File: src/rtl/apb_stream_regs.sv
// apb_stream_regs: APB4 slave register block. It fronts NUM_CH valid/ready
// stream channels, each with a TX holding register, an RX pop port, sticky
// errors and a CFG register. It also holds the global ID, SCRATCH and GPIO
// registers. Blocking TX/RX accesses insert wait states, bounded by TIMEOUT.
module apb_stream_regs #(
  parameter int          NUM_CH   = 2,
  parameter int          DATA_W   = 32,
  parameter int          ADDR_W   = 12,
  parameter int          CFG_W    = 8,
  parameter int          TIMEOUT  = 255,
  parameter logic [31:0] ID_VALUE = 32'h5242_0002
) (
  input  logic                       clk,
  input  logic                       reset_n,
  input  logic                       psel,
  input  logic                       penable,
  input  logic [ADDR_W-1:0]          paddr,
  input  logic                       pwrite,
  input  logic [31:0]                pwdata,
  input  logic [3:0]                 pstrb,
  output logic [31:0]                prdata,
  output logic                       pready,
  output logic                       pslverr,
  output logic [7:0]                 gpio_out,
  output logic [NUM_CH*DATA_W-1:0]   tx_data,
  output logic [NUM_CH-1:0]          tx_valid,
  input  logic [NUM_CH-1:0]          tx_ready,
  input  logic [NUM_CH*DATA_W-1:0]   rx_data,
  input  logic [NUM_CH-1:0]          rx_valid,
  output logic [NUM_CH-1:0]          rx_ready,
  output logic [NUM_CH*CFG_W-1:0]    cfg,
  output logic [NUM_CH-1:0]          cfg_wr
);

  localparam int CW = (NUM_CH > 1) ? $clog2(NUM_CH) : 1;
  localparam int HW = ADDR_W - 5;

  typedef enum logic [2:0] {
    R_NONE, R_ID, R_SCRATCH, R_GPIO, R_TX, R_RX, R_STATUS, R_CFG
  } reg_e;

  logic [31:0]              scratch_q, scratch_d;
  logic [7:0]               gpio_q, gpio_d;
  logic [NUM_CH*DATA_W-1:0] tx_data_q, tx_data_d;
  logic [NUM_CH-1:0]        tx_valid_q, tx_valid_d;
  logic [NUM_CH-1:0]        blk_q, blk_d;
  logic [NUM_CH-1:0]        cfg_wr_q, cfg_wr_d;
  logic [NUM_CH-1:0]        tx_err_q, tx_err_d;
  logic [NUM_CH-1:0]        rx_err_q, rx_err_d;
  logic [NUM_CH*CFG_W-1:0]  cfg_q, cfg_d;
  logic [15:0]              wait_q, wait_d;

  logic          acc;
  logic [HW-1:0] region_idx;
  logic [HW-1:0] ch_off;
  logic [CW-1:0] ch;
  reg_e          sel;
  logic [31:0]   cur_cfg;
  logic [31:0]   cfg_merged;
  logic          timed_out;
  int            tx_lo;
  int            cfg_lo;
  logic          unused_addr_lsb;

  // Reset also masks the access phase so pready drops the moment reset asserts
  assign acc             = psel & penable & reset_n;
  assign unused_addr_lsb = ^paddr[1:0];

  // Byte-lane merge used by the strobed registers
  function automatic logic [31:0] strb_merge(input logic [31:0] old_v,
                                             input logic [31:0] new_v,
                                             input logic [3:0]  strb);
    logic [31:0] res;
    for (int b = 0; b < 4; b++) begin
      res[b*8 +: 8] = strb[b] ? new_v[b*8 +: 8] : old_v[b*8 +: 8];
    end
    return res;
  endfunction

  // Address decode: globals live below 0x100, channels in 0x20-byte windows above
  always_comb begin
    region_idx = paddr[ADDR_W-1:5];
    ch_off     = region_idx - HW'(8);
    ch         = ch_off[CW-1:0];
    sel        = R_NONE;
    if (paddr[ADDR_W-1:8] == '0) begin
      case (paddr[7:2])
        6'd0:    sel = R_ID;
        6'd1:    sel = R_SCRATCH;
        6'd2:    sel = R_GPIO;
        default: sel = R_NONE;
      endcase
    end else if ((ch_off < HW'(NUM_CH)) && !paddr[4]) begin
      case (paddr[3:2])
        2'd0:    sel = R_TX;
        2'd1:    sel = R_RX;
        2'd2:    sel = R_STATUS;
        default: sel = R_CFG;
      endcase
    end
  end

  // Access handling: completion/wait/error response and next register state
  always_comb begin
    scratch_d  = scratch_q;
    gpio_d     = gpio_q;
    tx_data_d  = tx_data_q;
    tx_valid_d = tx_valid_q & ~tx_ready;  // handshake drains the holding register
    blk_d      = blk_q;
    cfg_d      = cfg_q;
    tx_err_d   = tx_err_q;
    rx_err_d   = rx_err_q;
    cfg_wr_d   = '0;
    wait_d     = '0;                      // any non-stalled cycle clears the counter
    pready     = 1'b0;
    pslverr    = 1'b0;
    prdata     = '0;
    rx_ready   = '0;
    timed_out  = (wait_q >= 16'(TIMEOUT));
    tx_lo      = int'(ch) * DATA_W;
    cfg_lo     = int'(ch) * CFG_W;
    cur_cfg    = '0;
    cur_cfg[CFG_W-1:0] = cfg_q[cfg_lo +: CFG_W];
    cur_cfg[31]        = blk_q[ch];
    cfg_merged = strb_merge(cur_cfg, pwdata, pstrb);

    if (acc) begin
      pready = 1'b1;
      case (sel)
        R_ID: begin
          if (pwrite) pslverr = 1'b1;
          else        prdata  = ID_VALUE;
        end
        R_SCRATCH: begin
          if (pwrite) scratch_d = strb_merge(scratch_q, pwdata, pstrb);
          else        prdata    = scratch_q;
        end
        R_GPIO: begin
          if (pwrite) begin
            if (pstrb[0]) gpio_d = pwdata[7:0];
          end else begin
            prdata = {24'h0, gpio_q};
          end
        end
        R_TX: begin
          if (pwrite) begin
            if (!tx_valid_q[ch]) begin
              tx_data_d[tx_lo +: DATA_W] = pwdata[DATA_W-1:0];
              tx_valid_d[ch]             = 1'b1;
            end else if (!blk_q[ch] || timed_out) begin
              pslverr      = 1'b1;
              tx_err_d[ch] = 1'b1;
            end else begin
              pready = 1'b0;
              wait_d = wait_q + 16'd1;
            end
          end
        end
        R_RX: begin
          if (pwrite) begin
            pslverr = 1'b1;
          end else if (rx_valid[ch]) begin
            prdata[DATA_W-1:0] = rx_data[tx_lo +: DATA_W];
            rx_ready[ch]       = 1'b1;
          end else if (!blk_q[ch] || timed_out) begin
            pslverr      = 1'b1;
            rx_err_d[ch] = 1'b1;
          end else begin
            pready = 1'b0;
            wait_d = wait_q + 16'd1;
          end
        end
        R_STATUS: begin
          if (pwrite) begin
            if (pwdata[2]) tx_err_d[ch] = 1'b0;
            if (pwdata[3]) rx_err_d[ch] = 1'b0;
          end else begin
            prdata = {28'h0, rx_err_q[ch], tx_err_q[ch], rx_valid[ch], tx_valid_q[ch]};
          end
        end
        R_CFG: begin
          if (pwrite) begin
            cfg_d[cfg_lo +: CFG_W] = cfg_merged[CFG_W-1:0];
            blk_d[ch]              = cfg_merged[31];
            cfg_wr_d[ch]           = 1'b1;
          end else begin
            prdata = cur_cfg;
          end
        end
        default: pslverr = 1'b1;
      endcase
    end
  end

  // State registers with asynchronous active-low reset
  always_ff @(posedge clk or negedge reset_n) begin
    if (!reset_n) begin
      scratch_q  <= '0;
      gpio_q     <= '0;
      tx_data_q  <= '0;
      tx_valid_q <= '0;
      blk_q      <= '1;
      cfg_q      <= '0;
      cfg_wr_q   <= '0;
      tx_err_q   <= '0;
      rx_err_q   <= '0;
      wait_q     <= '0;
    end else begin
      scratch_q  <= scratch_d;
      gpio_q     <= gpio_d;
      tx_data_q  <= tx_data_d;
      tx_valid_q <= tx_valid_d;
      blk_q      <= blk_d;
      cfg_q      <= cfg_d;
      cfg_wr_q   <= cfg_wr_d;
      tx_err_q   <= tx_err_d;
      rx_err_q   <= rx_err_d;
      wait_q     <= wait_d;
    end
  end

  assign gpio_out = gpio_q;
  assign tx_data  = tx_data_q;
  assign tx_valid = tx_valid_q;
  assign cfg      = cfg_q;
  assign cfg_wr   = cfg_wr_q;

endmodule

File: config.mk
export PLATFORM = sky130hd
export DESIGN_NAME = apb_stream_regs
export DESIGN_NICKNAME = d
export VERILOG_FILES = /design/src/rtl/apb_stream_regs.sv
export SDC_FILE = /design/constraint.sdc
export NUM_CORES = 1
export LEC_CHECK = 0
export ABC_CLOCK_PERIOD_IN_PS = 5700
export BUFFER_PORTS_ARGS = -buffer_cell sky130_fd_sc_hd__buf_2
export CAP_MARGIN = 0
export CORE_UTILIZATION = 28
export CTS_BUF_LIST = sky130_fd_sc_hd__clkbuf_2
export DETAILED_ROUTE_END_ITERATION = 10
export HOLD_SLACK_MARGIN = 0.02
export MAX_ROUTING_LAYER = met4
export PLACE_DENSITY = 0.54
export SLEW_MARGIN = 30
export SYNTH_ARGS = -nofsm -noshare
export SYNTH_HDL_FRONTEND = slang
export SYNTH_SLANG_ARGS = --single-unit
File: constraint.sdc
create_clock -name clk -period 5.7 [get_ports clk]
set_input_delay 1.14 -clock clk [delete_from_list [all_inputs] [get_ports clk]]
set_output_delay 1.14 -clock clk [all_outputs]
set_load 0.005 [all_outputs]
==> out/qor.yml <==
synthesis:
  ys_seq_area_frac: 0.520
  yosys.area.top_type: "dfrtp_1"
  synth_warnings: 0
  ys_seq_elements: 146
  ys_dominant_reg_cell: "dfrtp_1"
  post_synthesis_area_per_instance_um2: 12.3
  post_synth_inst_count: 573
  synth_top_area_share: 0.512
  yosys-top-cells-area: "dfrtp_1 51%, mux2_2 25%, a22oi_1 3.6%, mux2i_1 1.9%, nor2_1 1.7%"
  ys_async_sr_fraction: 1.00
  synth_enable_flop_cells: 0
  synth_area_um2: 7030
  post_synth_num_cell_types: 47
status:
  result_of_the_run: "completed"
routing:
  wl_per_cell_um: 18.2
  detail_route.iter0.violations: 257
  route.antenna.remaining_nets: 0
  postRouteWirelength_um: 21200
  drt-pass1-iter-count: 4
  dr_total_vias: 5596
  drc_errors: 0
  detail_route.vias_per_cell: 4.82
power:
  power.share.combinational: 0.077
  power.density_nw_per_um2: 208
  p_sw_frac: 0.269
  p_leak_nw: 4.60
  power.net_switching_mw: 0.501
  cellInternalPower_mw: 1.36
  power.share.sequential: 0.561
  irDropWorstVdd_v: 0.0000918
  report.power.total_mw: 1.86
  power_frac_clock: 0.362
cts:
  clockBufferDepth: 2
  clock_pin_slew_on_the_worst_setup_and_hold_paths_ps: 240
  cts_hold_repair.buffers: 0
  insertion_delay_ps: 700
  numCtsBuffers: 17
  cts_tree: "done"
  ctsRootBufferMaster: "clkbuf_2"
  cts_setup_buffers: 0
  post_cts_resized: 0
  h_tree_depth: 4
  clock_sink_count: 146
die:
  die_area_um2: 25800
  core_area_um2: 24500
  fp-row-count: 57
  floorplan.die.width_um: 160
  die_height_um: 160
  boundaryPins: 249
  initial_utilization: 0.288
worst_setup_path:
  endpoint: "prdata[30]"
  crit_required_ps: 4560
  setup.reg_to_reg.worst_slack_ps: 3800
  worst-setup-path-type: "in -> out"
  cp-end-kind: "primary output"
  crit_fanout: 38
  timing.critical_path.from: "paddr[5]"
  timing.critical_path.arrival_ps: 3530
  ff2ff_path_depth: 5
  worst_setup_path_start_kind: "input port"
  rr_startpoint: "wait_q[0]"
timing:
  max_clock_freq_ghz: 0.214
  rsz0062_at_grt: "no"
  finalMaxSlewViolations: 0
  final.min_clock_period_ps: 4670
  layout_worst_path_cycle_share: 0.819
  worstMarginPinSlew_ps: 952
  worst_clock_skew_ps: 41.8
  tns_ps: 0
  worst_slack_ps: 1030
  finalSetupViolations: 0
  timing.slew.headroom: 0.360
  final-hold-violation-count: 0
place:
  place_hpwl_um: 15500
  post-place-cells: 1128
  gpl.final_weighted_congestion: 0.829
  placement.setup.worst_slack_ps: 978
  io_buffer_count: 246
finish:
  num_antenna_cells: 0
  register_area_um2: 3660
  final_core_util: 0.366
  final_layout_size_suffix_gt1_frac: 0.554
  final-instance-count-excl-fill: 1160
  syn_to_final_growth_pct: 27.1
  net_count_reported_at_finish: 945
  fillCellCount: 2480
  multi_input_gate_area_in_the_final_layout_um2: 3260
global_routing:
  gr-total-overflow: 0
  grt_util_all_layers: 0.173
  first_global_vias: 5718
  grt_antenna_before_repair: 0
  grt_start_max_net_pins: 68
  grt_first_pass_wirelength_um: 33200
worst_hold_path:
  worst_hold_path_type: "in -> async"
run:
  max_cap_viol_count: 0
cell usage after synthesis, types with 2 or more instances:
library cell / n
buf_6: 4
a21oi_1: 15
nor2_1: 32
mux2i_1: 13
o31ai_1: 4
o211ai_1: 2
xor2_1: 3
a22oi_1: 34
mux2_2: 155
nor2b_1: 3
or4_1: 2
clkbuf_1: 21
nor4_1: 6
dfrtp_1: 144
o21ai_0: 19
nor3_1: 16
a31oi_1: 3
buf_2: 7
nand2b_1: 2
or2_2: 5
nand2_1: 16
or3_1: 5
dfstp_2: 2
nand3b_1: 2
xnor2_1: 3
nand3_1: 14
inv_1: 8
nand4_1: 4
nor4_2: 4
or3b_2: 3
and3_1: 6
worst min-delay path by stage:
stage	start	endpoint	slack, ps	cells after the start
4_1_cts	reset_n	tx_data[1]	90	1
3_5_place_dp	wait_q[0]	wait_q[0]	470	1
3_3_place_gp	wait_q[0]	wait_q[0]	480	1
2_1_floorplan	wait_q[0]	wait_q[0]	450	1
5_1_grt	reset_n	cfg_wr[1]	100	1
6_report	reset_n	cfg_wr[1]	220	1
power by group through the flow:
stage	clock network (mW)	logic, mW	registers (mW)
after global placement	0	0.146	1.06
after CTS	0.707	0.147	1.04
after global routing	0.746	0.161	1.05
after floorplan	0	0.0530	1.06
final	0.674	0.144	1.04
after detailed placement	0	0.146	1.06
cell families after synthesis:
family | Yosys count | share of synthesized area
multiplexers | 168 | 0.267
flip-flops | 146 | 0.520
AND/OR/NAND/NOR | 126 | 0.0973
AO/OA/AOI/OAI | 84 | 0.0790
buffers and inverters | 41 | 0.0274
XOR/XNOR | 6 | 0.00747
adder cells (fa/ha/maj) | 1 | 0.00178
other | 1 | 0.000533
cells in the final DEF, fill, tap and decap left out, types with 5 or more instances in the layout:
| cell type | Yosys | routed |
|---|---|---|
| buf_2 | 7 | 245 |
| mux2_2 | 155 | 155 |
| dfrtp_1 | 144 | 144 |
| a22oi_1 | 34 | 34 |
| nor2_1 | 32 | 32 |
| o21ai_0 | 19 | 19 |
| clkbuf_2 | 0 | 19 |
| nand2_1 | 16 | 16 |
| nor3_1 | 16 | 16 |
| a21oi_1 | 15 | 15 |
| nand3_1 | 14 | 14 |
| mux2i_1 | 13 | 13 |
| buf_4 | 0 | 10 |
| inv_1 | 8 | 8 |
| conb_1 | 1 | 8 |
| nor4_1 | 6 | 6 |
| and3_1 | 6 | 6 |
| or3_1 | 5 | 5 |
| or2_2 | 5 | 5 |
| inv_6 | 0 | 5 |
metal layers:
metal,routed length (um),vias to the layer above,global-route usage,share of wire
li1,-,2620,-,-
met5,0,-,-,0
met2,9940,188,0.267,0.47
met3,1310,20,0.0442,0.062
met1,9590,2768,0.223,0.45
met4,331,0,0.0498,0.016
worst max-delay path, stage by stage:
cell	delay [ps]
buf_2	300
buf_4	390
nor4_1	830
nand3b_1	440
a21oi_1	230
buf_2	150
flip-flops by register name, indices dropped and copies added (netlist names), named ones only:
register	cells
blk_q	2
cfg	16
cfg_wr	2
gpio_out	8
scratch_q	32
tx_data	64
tx_valid	2
wait_q	16
per-stage QoR:
stage	hold slack, ps	cell area (um^2)
floorplan	448	7060
global placement	476	8670
detailed placement	475	8670
CTS	94.3	8940
global route	98.3	8940
finish	219	8940
layout make-up:
| class | count | share of cell area |
|---|---|---|
| repair buffers | 257 | 0.148 |
| flip-flops and latches | 146 | 0.409 |
| clock buffers | 19 | 0.0106 |
| clock inverters | 13 | 0.0194 |
| multi-input cells | 393 | 0.364 |
| inverters | 8 | 0.00336 |
| well taps | 324 | 0.0453 |
Note: power is estimated with default switching activity, not from simulation.
